File: src/rtl/muls_m3q3.sv
// 3x3 signed sequential multiplier behind the 8-in/8-out tile pin map.
// Free-running LOAD/IT0/IT1/IT2 schedule; one product every 4 clocks.
module muls_m3q3 (
  input  logic [7:0] io_in,
  output logic [7:0] io_out
);

  typedef enum logic [1:0] {S_LOAD, S_IT0, S_IT1, S_IT2} state_t;

  logic       w_clk, w_rst;
  logic [2:0] w_x, w_y;
  logic [5:0] w_final;

  state_t     r_state;
  logic [5:0] r_x, r_acc, r_p;
  logic [2:0] r_y;
  logic       r_s, r_rdy;

  assign w_clk = io_in[0];
  assign w_rst = io_in[1];
  assign w_x   = io_in[4:2];
  assign w_y   = io_in[7:5];

  // y[2] carries weight -4, so the last partial product is subtracted.
  assign w_final = r_acc - (r_y[2] ? (r_x << 2) : 6'd0);

  always_ff @(posedge w_clk) begin
    if (w_rst) begin
      r_state <= S_LOAD;
      r_x     <= '0;
      r_y     <= '0;
      r_acc   <= '0;
      r_p     <= '0;
      r_s     <= 1'b0;
      r_rdy   <= 1'b0;
    end else begin
      case (r_state)
        S_LOAD: begin
          r_x     <= {{3{w_x[2]}}, w_x};
          r_y     <= w_y;
          r_acc   <= '0;
          r_rdy   <= 1'b0;
          r_state <= S_IT0;
        end
        S_IT0: begin
          r_acc   <= r_acc + (r_y[0] ? r_x : 6'd0);
          r_state <= S_IT1;
        end
        S_IT1: begin
          r_acc   <= r_acc + (r_y[1] ? (r_x << 1) : 6'd0);
          r_state <= S_IT2;
        end
        default: begin
          r_acc   <= w_final;
          r_p     <= w_final;
          r_s     <= w_final[5];
          r_rdy   <= 1'b1;
          r_state <= S_LOAD;
        end
      endcase
    end
  end

  assign io_out = {r_rdy, r_s, r_p};

endmodule

File: config.mk
export PLATFORM = sky130hd
export DESIGN_NAME = muls_m3q3
export DESIGN_NICKNAME = d
export VERILOG_FILES = /design/src/rtl/muls_m3q3.sv
export SDC_FILE = /design/constraint.sdc
export NUM_CORES = 1
export LEC_CHECK = 0
export ABC_AREA = 1
export CORE_MARGIN = 4
export CORE_UTILIZATION = 45
export CTS_CLUSTER_DIAMETER = 60
export DETAILED_ROUTE_END_ITERATION = 7
export PLACE_DENSITY = 0.7
export RECOVER_POWER = 25
export SLEW_MARGIN = 5
export SYNTH_ARGS = -nofsm -noshare
export SYNTH_HDL_FRONTEND = slang
export SYNTH_SLANG_ARGS = --single-unit
File: constraint.sdc
create_clock -name io_in -period 2.38 [get_ports io_in]
set_clock_uncertainty 0.05 [all_clocks]
set_input_delay 0.476 -clock io_in [delete_from_list [all_inputs] [get_ports io_in]]
set_output_delay 0.476 -clock io_in [all_outputs]
set_load 0.01 [all_outputs]
==> metrics.yaml <==
totalWireLength_um: 3350
io_pins: 16
cp.required_ps: 2580
muxShareOfSynthArea_pct: 0
drtAntennaViolNets: 0
die_x_um: 59.3
dr.pass1.iters: 7
worstHoldPathType: "clock port to flop"
grt_pass1_wl_um: 6380
timing.final.ws_setup_ps: 76.8
placedCellCount: 198
rsz0062_at_grt: "no"
slowest_stage: "clkbuf_4"
placeableCoreArea_um2: 2500
placementRows: 18
path_common_cell: "clkbuf_4"
yosysSeqAreaShare_pct: 35.5
cap_viol_max_count: 0
clockPowerShare_pct: 82.9
synth_area_per_cell_um2: 7.26
finalHoldViolations: 6
synth_fa_ha_area_share_pct: 16.1
antenna_found_initial: 0
yosysWarningCount: 0
crit_fanout: 3
fin_nets: 243
drv_slew: 0
ys_types: 22
instances_no_fill: 259
vias: 1354
critPathMaxStageDelay_ps: 150
pwr-share-comb_pct: 0
cp-start-kind: "clock port"
internal_power_w: 0.00138
path_cells: "clkbuf_4, clkbuf_4, nor2_4, clkbuf_4, clkbuf_4, nand2_1, clkbuf_4, clkbuf_4, buf_4, inv_2, nand2_1, o21ai_1"
seqPwrFrac_pct: 17.1
p_sw_w: 0.000916
worst_setup_path_end_kind: "flop"
synth_top_family_by_area: "simple AND/OR/NAND/NOR gates"
grt_max_degree: 12
preCtsSetupSlack_ps: 422
grt_use_total_pct: 25.7
drive_gt1_share_pct: 29.7
swShare_pct: 39.9
relSlewSlack_pct: 68.5
place_congestion: 0.912
wl_per_cell_um: 12.9
dp_hpwl_um: 1760
setup_tns_ps: 0
initialDrtViolationCount: 60
synth_top_area_share_pct: 35.5
overflow: 0
dieHeight_um: 59.3
drc: 0
finalSetupViolations: 0
synth-simple-area-share_pct: 28.2
cts_tree: "yes"
synth_compound_area_share_pct: 10.5
synthXorXnorAreaFrac_pct: 1.48
fin_hold_ws_ps: -233
run_status: "finished with violations"
initial_core_util_pct: 47.3
yosysTopAreaCell: "dfxtp_1"
grt_pass1_vias: 1727
synth-seq-cells: 21
layout-area-overhead-vs-synth_pct: 40.6
die_area_um2: 3510
irDropWorstVdd_uv: 983
insertion_delay_ps: 310
synth_area_leaders: "dfxtp_1 36%, nand2_1 14%, ha_1 13%, nor2_1 5.7%, inv_1 4.8%"
power_density_nw_per_um2: 1380
fill_cells: 214
leakage_nw: 0.731
syn_nets: 185
cp_data_arrival_time_ps: 2500
critPathKind: "clock port to flop"
worst_setup_hold_path_clk_slew_ps: 120
tightest_slew_ps: 470
viasPerCell: 5.23
portBuffers: 8
synthCells: 163
synth_area_um2: 1180
num_antenna_cells: 0
violations: "negative hold slack"
## metrics by stage
| step | hold WS [ps] | total power [W] | cell area (um^2) | util [%] |
|---|---|---|---|---|
| finish | -233 | 0.00230 | 1660 | 66.6 |
| global route | -237 | 0.00259 | 1660 | 66.6 |
| CTS | -232 | 0.00233 | 1650 | 66.1 |
| detailed placement | 34.1 | 0.000825 | 1280 | 51.2 |
| global placement | 34.1 | 0.000825 | 1280 | 51.2 |
| floorplan | 34.1 | 0.000825 | 1180 | - |
## Yosys cell counts
cell,n
o21a_1,1
o21ai_1,10
inv_2,5
nand3_2,1
nor2_1,18
nor3_2,1
nor3_1,1
xor2_1,1
a21oi_1,5
inv_1,15
nand2_1,44
nand3_1,10
o22ai_1,1
dfxtp_1,21
o21ai_0,7
nand3b_1,1
ha_1,12
buf_4,3
nand2_2,1
fa_1,2
nor2_2,2
xnor2_1,1
## kinds of logic after synthesis
logic type	Yosys count
compound gates	24
xor+xnor	2
fa+ha+maj	14
buf+inv	23
flops	21
simple gates	79
## power by group through the flow
stage / clock network (W) / registers (W) / logic (W)
global route: 0.00219 / 0.000393 / 0.000000000215
global placement: 0.000421 / 0.000405 / 0.000000000215
floorplan: 0.000421 / 0.000405 / 0.000000000204
finish: 0.00190 / 0.000393 / 0.000000000215
CTS: 0.00194 / 0.000393 / 0.000000000215
detailed placement: 0.000421 / 0.000405 / 0.000000000215
## path summary, 6_finish.rpt
check | startpoint | to | slack (ps) | cells after the start
max reg2reg | r_state[0]$_SDFF_PP0_ | r_acc[4]$_SDFF_PP0_ | 280 | 11
min | io_in[6] | r_y[1]$_SDFFE_PP0P_ | -230 | 2
min reg2reg | r_p[4]$_SDFFE_PP0P_ | r_p[4]$_SDFFE_PP0P_ | 410 | 2
max | io_in[1] | r_acc[4]$_SDFF_PP0_ | 80 | 12
## layout make-up
class                      count  area [um^2]  share of cell area [%]
inverter                      17         63.8                    3.83
sequential                    21          420                    25.3
tap                           30         37.5                    2.26
clock buffer                  40          282                    16.9
multi-input combinational    119          677                    40.7
clock inverter                24          104                    6.24
timing repair buffer           8         80.1                    4.81
## state kept, by name (all words and copies together) (netlist names)
name and count:
r_state 2, r_p 6, r_rdy 1, r_acc 6, r_y 3, r_x 3
## routing by layer
layer,vias to the layer above,track usage (%),routed length (um)
li1,647,-,-
met1,590,20.0,1230
met2,84,24.5,1540
met3,33,27.5,355
met4,0,43.7,225
met5,-,4.76,0
## layout by cell type (no fill, tap or decap), drive strengths merged
cell | Yosys | routed
fa | 2 | 2
xor2 | 1 | 1
o22ai | 1 | 1
o21ai | 17 | 17
dfxtp | 21 | 21
bufinv | 0 | 1
xnor2 | 1 | 1
clkbuf | 0 | 39
ha | 12 | 12
a21oi | 5 | 5
buf | 3 | 1
nand3b | 1 | 1
nand2 | 45 | 45
inv | 20 | 40
nor3 | 2 | 2
o21a | 1 | 1
nor2 | 20 | 20
clkdlybuf4s50 | 0 | 8
nand3 | 11 | 11
## worst max-delay path, delay by kind of cell
family | cells | cell delay, ps
AND/OR/NAND/NOR | 3 | 210
AO/OA/AOI/OAI | 1 | 100
buffers and inverters | 8 | 1010
## repair_timing
| action | CTS | global route |
|---|---|---|
| endpoints found under the setup margin | 0 | 5 |
| resized for setup | 0 | 4 |
| setup buffers | 0 | 0 |
| hold buffers | 0 | 0 |
| hold endpoints to repair | 0 | 0 |
Power figures use the tool's default switching activity.
